`config.mk`:
```
export PLATFORM = sky130hd
export DESIGN_NAME = led_seq
export DESIGN_NICKNAME = d
export VERILOG_FILES = /design/src/rtl/led_seq.sv
export SDC_FILE = /design/constraint.sdc
export NUM_CORES = 1
export LEC_CHECK = 0
export ABC_AREA = 1
export CAP_MARGIN = 10
export CORE_ASPECT_RATIO = 0.8
export CORE_MARGIN = 4
export CORE_UTILIZATION = 45
export CTS_CLUSTER_DIAMETER = 200
export DETAILED_ROUTE_END_ITERATION = 10
export PLACE_DENSITY = 0.74
export RECOVER_POWER = 50
export SYNTH_ARGS = -nofsm -noshare
export SYNTH_HDL_FRONTEND = slang
export SYNTH_SLANG_ARGS = --single-unit
```
`constraint.sdc`:
```
create_clock -name clk -period 1.35 [get_ports clk]
set_input_delay 0.27 -clock clk [delete_from_list [all_inputs] [get_ports clk]]
set_output_delay 0.27 -clock clk [all_outputs]
set_load 0.02 [all_outputs]
```
`src/rtl/led_seq.sv`:
```
`default_nettype none
// ============================================================================
//  Module      : led_seq
//  Description : Parametrised one-hot lamp sequencer with a programmable
//                dwell time per step and forward / reverse / ping-pong / hold
//                modes. Emits one-cycle step and wrap strobes that line up
//                with the cycle in which a new light value first appears.
//
//  Parameters  : N_LEDS   number of lamps (>= 1), width of light
//                DWELL_W  width of the dwell input
//                IDX_W    derived index width, max($clog2(N_LEDS), 1)
//
//  Ports       : clk    system clock, rising edge
//                rst    synchronous active-high reset
//                en     advance enable; low freezes the sequence
//                mode   00 forward, 01 reverse, 10 ping-pong, 11 hold
//                dwell  step period minus one, in clk cycles
//                duty   (LED_SEQ_PWM_EN only) 4-bit brightness, 0..15 of 16
//                light  registered one-hot lamp drive
//                step   strobe, high with each new light value
//                wrap   strobe marking completion of a full sequence
//
//  Build macro : LED_SEQ_PWM_EN adds the duty input and PWM dimming of light.
//
//  Revision    : 1.0  initial release
// ============================================================================
module led_seq #(
    parameter int N_LEDS  = 3,
    parameter int DWELL_W = 8,
    localparam int IDX_W  = (N_LEDS > 1) ? $clog2(N_LEDS) : 1
) (
    input  logic               clk,
    input  logic               rst,
    input  logic               en,
    input  logic [1:0]         mode,
    input  logic [DWELL_W-1:0] dwell,
`ifdef LED_SEQ_PWM_EN
    input  logic [3:0]         duty,
`endif
    output logic [N_LEDS-1:0]  light,
    output logic               step,
    output logic               wrap
);

    localparam logic [1:0]       c_MODE_FWD  = 2'b00;
    localparam logic [1:0]       c_MODE_REV  = 2'b01;
    localparam logic [1:0]       c_MODE_PP   = 2'b10;
    localparam logic [1:0]       c_MODE_HOLD = 2'b11;

    // Ping-pong direction encoding
    localparam logic             c_DIR_UP    = 1'b0;
    localparam logic             c_DIR_DOWN  = 1'b1;

    localparam logic [IDX_W-1:0] c_IDX_ZERO  = '0;
    localparam logic [IDX_W-1:0] c_IDX_ONE   = IDX_W'(1);
    localparam logic [IDX_W-1:0] c_IDX_LAST  = IDX_W'(N_LEDS - 1);

    logic [DWELL_W-1:0] r_cnt;
    logic [IDX_W-1:0]   r_idx;
    logic               r_dir;
    logic [N_LEDS-1:0]  r_light;
    logic               r_step;
    logic               r_wrap;

    logic               w_adv;
    logic [IDX_W-1:0]   w_idx_nxt;
    logic               w_dir_nxt;
    logic               w_wrap_nxt;
    logic [N_LEDS-1:0]  w_onehot;
    logic [N_LEDS-1:0]  w_light_nxt;

    // Live compare against dwell: lowering dwell below the running count
    // forces an advance on the very next enabled cycle.
    assign w_adv = en && (mode != c_MODE_HOLD) && (r_cnt >= dwell);

    always_comb begin
        w_idx_nxt  = r_idx;
        w_dir_nxt  = r_dir;
        w_wrap_nxt = 1'b0;
        if (w_adv) begin
            if (N_LEDS == 1) begin
                // A single lamp never moves; every step is a full sequence.
                w_wrap_nxt = 1'b1;
            end else begin
                case (mode)
                    c_MODE_FWD: begin
                        if (r_idx == c_IDX_LAST) begin
                            w_idx_nxt  = c_IDX_ZERO;
                            w_wrap_nxt = 1'b1;
                        end else begin
                            w_idx_nxt = r_idx + c_IDX_ONE;
                        end
                    end
                    c_MODE_REV: begin
                        if (r_idx == c_IDX_ZERO) begin
                            w_idx_nxt  = c_IDX_LAST;
                            w_wrap_nxt = 1'b1;
                        end else begin
                            w_idx_nxt = r_idx - c_IDX_ONE;
                        end
                    end
                    c_MODE_PP: begin
                        if (r_dir == c_DIR_UP) begin
                            if (r_idx >= c_IDX_LAST) begin
                                w_dir_nxt = c_DIR_DOWN;
                                w_idx_nxt = c_IDX_LAST - c_IDX_ONE;
                            end else begin
                                w_idx_nxt = r_idx + c_IDX_ONE;
                            end
                        end else begin
                            if (r_idx == c_IDX_ZERO) begin
                                w_dir_nxt  = c_DIR_UP;
                                w_idx_nxt  = c_IDX_ONE;
                                w_wrap_nxt = 1'b1;
                            end else begin
                                w_idx_nxt = r_idx - c_IDX_ONE;
                            end
                        end
                    end
                    default: begin
                    end
                endcase
            end
        end
    end

    // Decode the next index so light changes on the same edge as the index.
    for (genvar i = 0; i < N_LEDS; i++) begin : g_onehot
        assign w_onehot[i] = (w_idx_nxt == IDX_W'(i));
    end

`ifdef LED_SEQ_PWM_EN
    logic [3:0] r_pwm_cnt;
    logic       w_pwm_on;

    assign w_pwm_on    = (r_pwm_cnt < duty);
    assign w_light_nxt = w_onehot & {N_LEDS{w_pwm_on}};

    // Free-running brightness counter, deliberately independent of en.
    always_ff @(posedge clk) begin
        if (rst) begin
            r_pwm_cnt <= 4'd0;
        end else begin
            r_pwm_cnt <= r_pwm_cnt + 4'd1;
        end
    end
`else
    assign w_light_nxt = w_onehot;
`endif

    always_ff @(posedge clk) begin
        if (rst) begin
            r_cnt   <= '0;
            r_idx   <= c_IDX_ZERO;
            r_dir   <= c_DIR_UP;
            r_light <= {{(N_LEDS-1){1'b0}}, 1'b1};
            r_step  <= 1'b0;
            r_wrap  <= 1'b0;
        end else begin
            if (en) begin
                if (mode == c_MODE_HOLD || w_adv) begin
                    r_cnt <= '0;
                end else begin
                    r_cnt <= r_cnt + DWELL_W'(1);
                end
            end
            r_idx   <= w_idx_nxt;
            r_dir   <= w_dir_nxt;
            r_light <= w_light_nxt;
            r_step  <= w_adv;
            r_wrap  <= w_wrap_nxt;
        end
    end

    assign light = r_light;
    assign step  = r_step;
    assign wrap  = r_wrap;

endmodule
`default_nettype wire

```
# Yosys cells after proc, flatten, opt, wreduce, memory -nomap -nowiden
# Cells that the tools add are included.
[word_totals] word_cells=42 input_bits=13 register_bits=16
[classes] order_cmp=2 addsub=3 n_reduce_logical=8 n_bitwise=1 n_mux=15 n_eq_ne=7
[op_table] operator="two-way mux 2 bit" n=6
[op_table] operator="adder 8 x 1 -> 8 bit (second input constant)" n=1
[op_table] operator="== test 2 bit (second input constant)" n=4
[op_table] operator=">= comparator 8 bit" n=1
[op_table] operator="two-way mux 8 bit" n=1
[op_table] operator="zero test 2 bit" n=3
[op_table] operator="two-way mux 1 bit" n=6
[op_table] operator="case mux 2 bit (3 select lines)" n=1
[op_table] operator="== test 2 x 1 -> 1 bit (second input constant)" n=2
[op_table] operator="case mux 1 bit (3 select lines)" n=1
[op_table] operator="adder 2 x 1 -> 2 bit (second input constant)" n=1
[op_table] operator=">= comparator 2 bit (second input constant)" n=1
[op_table] operator="logical AND 1 bit" n=2
[op_table] operator="!= test 2 bit (second input constant)" n=1
[op_table] operator="AND reduction 2 bit" n=1
[op_table] operator="OR reduction 2 bit" n=1
[op_table] operator="subtractor 2 x 1 -> 2 bit (second input constant)" n=1
[op_table] operator="logical OR 1 bit" n=1
[op_table] operator="inverter 1 bit" n=1

# Depth between registers and ports, before layout
[logic_depth] depth_word=6 ltp_mapped=14

# Worst setup path after synthesis
# No wires, ideal clock.
[synth_path] path_kind="flip-flop to flip-flop" startpoint="register r_cnt[5]" endpoint="register r_idx[0]" period_less_slack_ns=1.439 setup_time_ns=0.114 path_slack_ns=-0.089 stages_incl_launch_ff=10 path_buffers=0 t_arrival_ns=1.325 t_required_ns=1.236 path_cell_list="dfxtp_1 -> ha_1 -> a21oi_1 -> nor2_1 -> nor2_4 -> nand3_4 -> nand2_4 -> nand2_2 -> nand3_1 -> inv_1"
[synth_between] elab_chain_len=3
[synth_rtl] element="start: declaration" line="58" source="logic [DWELL_W-1:0] r_cnt;"
[synth_rtl] element="start signal: assignment" line="164" source="r_cnt <= r_cnt + DWELL_W'(1);"
[synth_rtl] element=">= comparator 8 bit" line="74" source="assign w_adv = en && (mode != c_MODE_HOLD) && (r_cnt >= dwell);"
[synth_rtl] element="logical AND 1 bit" line="74"
[synth_rtl] element="two-way mux 2 bit" line="80" source="if (w_adv) begin"
[synth_rtl] element="end signal: assignment" line="154" source="r_idx <= c_IDX_ZERO;"
[synth_rtl] element="end signal: assignment" line="167" source="r_idx <= w_idx_nxt;"
[synth_rtl] element="end: declaration" line="59" source="logic [IDX_W-1:0] r_idx;"
# Every way passes these cells.
# A chain may end at the register's enable or synchronous reset.

# Worst setup path after layout
[layout_path] startpoint="register r_cnt[7]" endpoint="register r_cnt[2]"
[layout_between] elab_chain_len=4
[layout_rtl] element=">= comparator 8 bit" line="74"
[layout_rtl] element="logical AND 1 bit" line="74"
[layout_rtl] element="logical OR 1 bit" line="161" source="if (mode == c_MODE_HOLD || w_adv) begin"
[layout_rtl] element="two-way mux 8 bit" line="161"
# Every way passes these cells.

==> results.py <==
metrics = {
    "run_status": {
        "status": "finished, violations left",
        "failed_checks": "setup timing",
    },
    "logic_synthesis": {
        "synth_area_um2": 1160,
        "yosysMostFrequentCell": "inv_1",
        "ys.flop_type": "dfxtp_1",
        "synthTopCellsByArea": "dfxtp_1 (28%), ha_1 (17%), inv_1 (10%)",
        "synthTopCellsByCount": "inv_1 (31), nand2_1 (25), nand3_1 (18)",
        "yosys.area_share.simple_pct": 35.3,
        "synth_top_family_by_area": "simple AND/OR/NAND/NOR gates",
        "synth_edf_count": 0,
        "postSynthCellCount": 163,
        "synth_adder_area_share_pct": 17.2,
        "synth_compound_area_share_pct": 8.93,
        "synth_cell_types": 28,
        "synth-async-reset-ratio_pct": 0,
        "muxShareOfSynthArea_pct": 0,
        "yosysTopAreaCellShare_pct": 27.6,
        "ys_seq_area_share_pct": 27.6,
        "synth_top_cell_by_area": "dfxtp_1",
        "syn_nets": 192,
        "ys_warn_count": 0,
        "avgSynthCellArea_um2": 7.13,
        "yosys_register_bits": 16,
        "synth_xor_area_share_pct": 0,
    },
    "run": {
        "maxCapViolCount": 0,
    },
    "finish": {
        "drive_above_1_share_pct": 46.3,
        "area_growth_pct": 65.8,
        "fin_area_um2": 1930,
        "nFillCells": 163,
        "nNetsFinal": 248,
        "diodes": 0,
    },
    "sta": {
        "final.setup.worst_slack_ps": -305,
        "fmax_mhz": 604,
        "fin_crit_ps": 1650,
        "setup-violations-final": 16,
        "hold_viol": 0,
        "slew_headroom_pct": 82.6,
        "worst_pin_slew_ps": 259,
        "finalCritPeriodShare_pct": 123,
        "rsz0062_at_grt": "true",
        "tns_ps": -2980,
        "drv_slew": 0,
        "fin_skew_ps": 2.16,
    },
    "worst_setup_path": {
        "start_kind": "flip-flop",
        "worstPathArrival_ps": 1880,
        "path_max_fanout": 6,
        "cp.required_ps": 1580,
        "endpoint_kind": "flip-flop",
        "path_class": "flip-flop to flip-flop",
    },
    "place": {
        "io_buffer_count": 17,
        "globalplace.congestion": 0.927,
        "post-dp-hpwl_mm": 2.28,
        "placed_area_um2": 1650,
    },
    "global_routing": {
        "grt_max_degree": 10,
        "grt_usage_pct": 21.2,
        "antenna_found_initial": 0,
        "grt_pass1_vias": 1286,
        "overflow": 0,
        "grt_first_pass_wirelength_mm": 5.54,
    },
    "cts": {
        "cts_tree": "yes",
        "cts_root_buf": "clkbuf_4",
        "path_clk_slew_ps": 100,
        "clock_latency_ps": 300,
        "h-tree-depth": 1,
        "cts_buffers": 3,
        "clock-sinks": 16,
        "clockBufferDepth": 2,
    },
    "route": {
        "vias": 1286,
        "drtPass1Iterations": 4,
        "ant_nets": 0,
        "routed.top_layer": "met4",
        "wl_mm": 3.64,
        "route.detailed.drc": 0,
        "via_per_inst": 5.06,
        "drt_iter0_drc": 82,
        "avgRoutedWirePerCell_um": 14.3,
        "drt-met1-wl_mm": 1.32,
        "wl_met2_mm": 2.04,
        "wl_met3_um": 167,
    },
    "pwr": {
        "irDropWorstVdd_v": 0.000448,
        "p_leak_nw": 0.945,
        "power_density_nw_per_um2": 563,
    },
    "die": {
        "start_util_pct": 47.2,
        "ios": 18,
        "die_area_um2": 3470,
        "die_x_um": 64.8,
        "rows": 16,
        "fp.dieH_um": 53.5,
        "coreArea_um2": 2460,
    },
    "hold_path": {
        "hold_class": "flip-flop to flip-flop",
    },
}
[critical path, cell delays in order (launching register included)]
cell and delay (ps):
dfxtp_2 350, ha_4 250, a21o_1 200, nor2_4 140, nand3_4 160, o21ai_4 220, inv_4 70, nor2_1 170
[metrics by stage]
step | hold slack [ps] | power, mW | cells | utilization [%] | setup WS, ps
5_1_grt | 643 | 1.13 | 254 | 78.3 | -413
4_1_cts | 628 | 1.05 | 253 | 75.1 | -161
3_3_place_gp | 572 | 0.678 | 245 | 67.1 | -604
6_report | 632 | 1.09 | 254 | 78.3 | -305
3_5_place_dp | 578 | 0.686 | 245 | 67.1 | -639
2_1_floorplan | 339 | 0.580 | 163 | - | -72.5
[final timing paths]
path,start,endpoint,slack [ps],cells past startpoint
worst min-delay path,r_dir,r_dir,630,4
worst max register to register,r_cnt[7],r_cnt[2],-300,7
worst max-delay path,r_cnt[7],r_cnt[2],-300,7
worst min register to register,r_dir,r_dir,630,4
[kinds of logic after synthesis]
kind of cell    count (synthesis)
compound gates                 18
fa+ha+maj                      16
buf+inv                        34
simple gates                   79
flops                          16
[power by group]
part	leakage, nW	total, mW	internal (mW)	switching [mW]
Clock	0.0210	0.341	0.165	0.176
Combinational	0.791	0.262	0.128	0.135
Sequential	0.133	0.482	0.478	0.00374
[sequential cells by signal, indices dropped and copies added, names as in the netlist]
name,cells
light,3
step,1
r_idx,2
r_dir,1
wrap,1
r_cnt,8
[cell type report]
type | count | area (um2) | area share, %
Clock buffer | 4 | 36.3 | 1.88
Inverter | 33 | 126 | 6.56
Multi-Input combinational cell | 113 | 937 | 48.6
Sequential cell | 16 | 329 | 17.1
Tap cell | 36 | 45.0 | 2.34
Timing Repair Buffer | 52 | 453 | 23.5
[repair_timing]
action / 4_1_cts / 5_1_grt
cloned: 0 / 0
endpoints found under the setup margin: 21 / 16
hold buffers: 0 / 0
setup buffers: 5 / 2
gates resized for setup: 50 / 15
pin swaps: 28 / 7
hold endpoints to repair: 0 / 0
[routing by layer]
layer	vias up	track usage, %
li1	639	-
met1	583	20.9
met2	47	42.4
met3	17	5.31
met4	0	8.77
met5	-	0
[cells in the final DEF (no fill, tap or decap), drive strengths merged]
cell and instances:
a21o 1, nand2 31, nor2 19, clkdlybuf4s50 4, nand3b 1, nor3 2, a31oi 1, dlygate4sd2 13
dfxtp 16, o21ai 6, nand3 19, clkinv 1, o211ai 1, a31o 1, a21oi 7, inv 32
ha 16, a32oi 1, clkbuf 4, or2 2, buf 35, nand4 5
(Power assumes the default switching activity.)
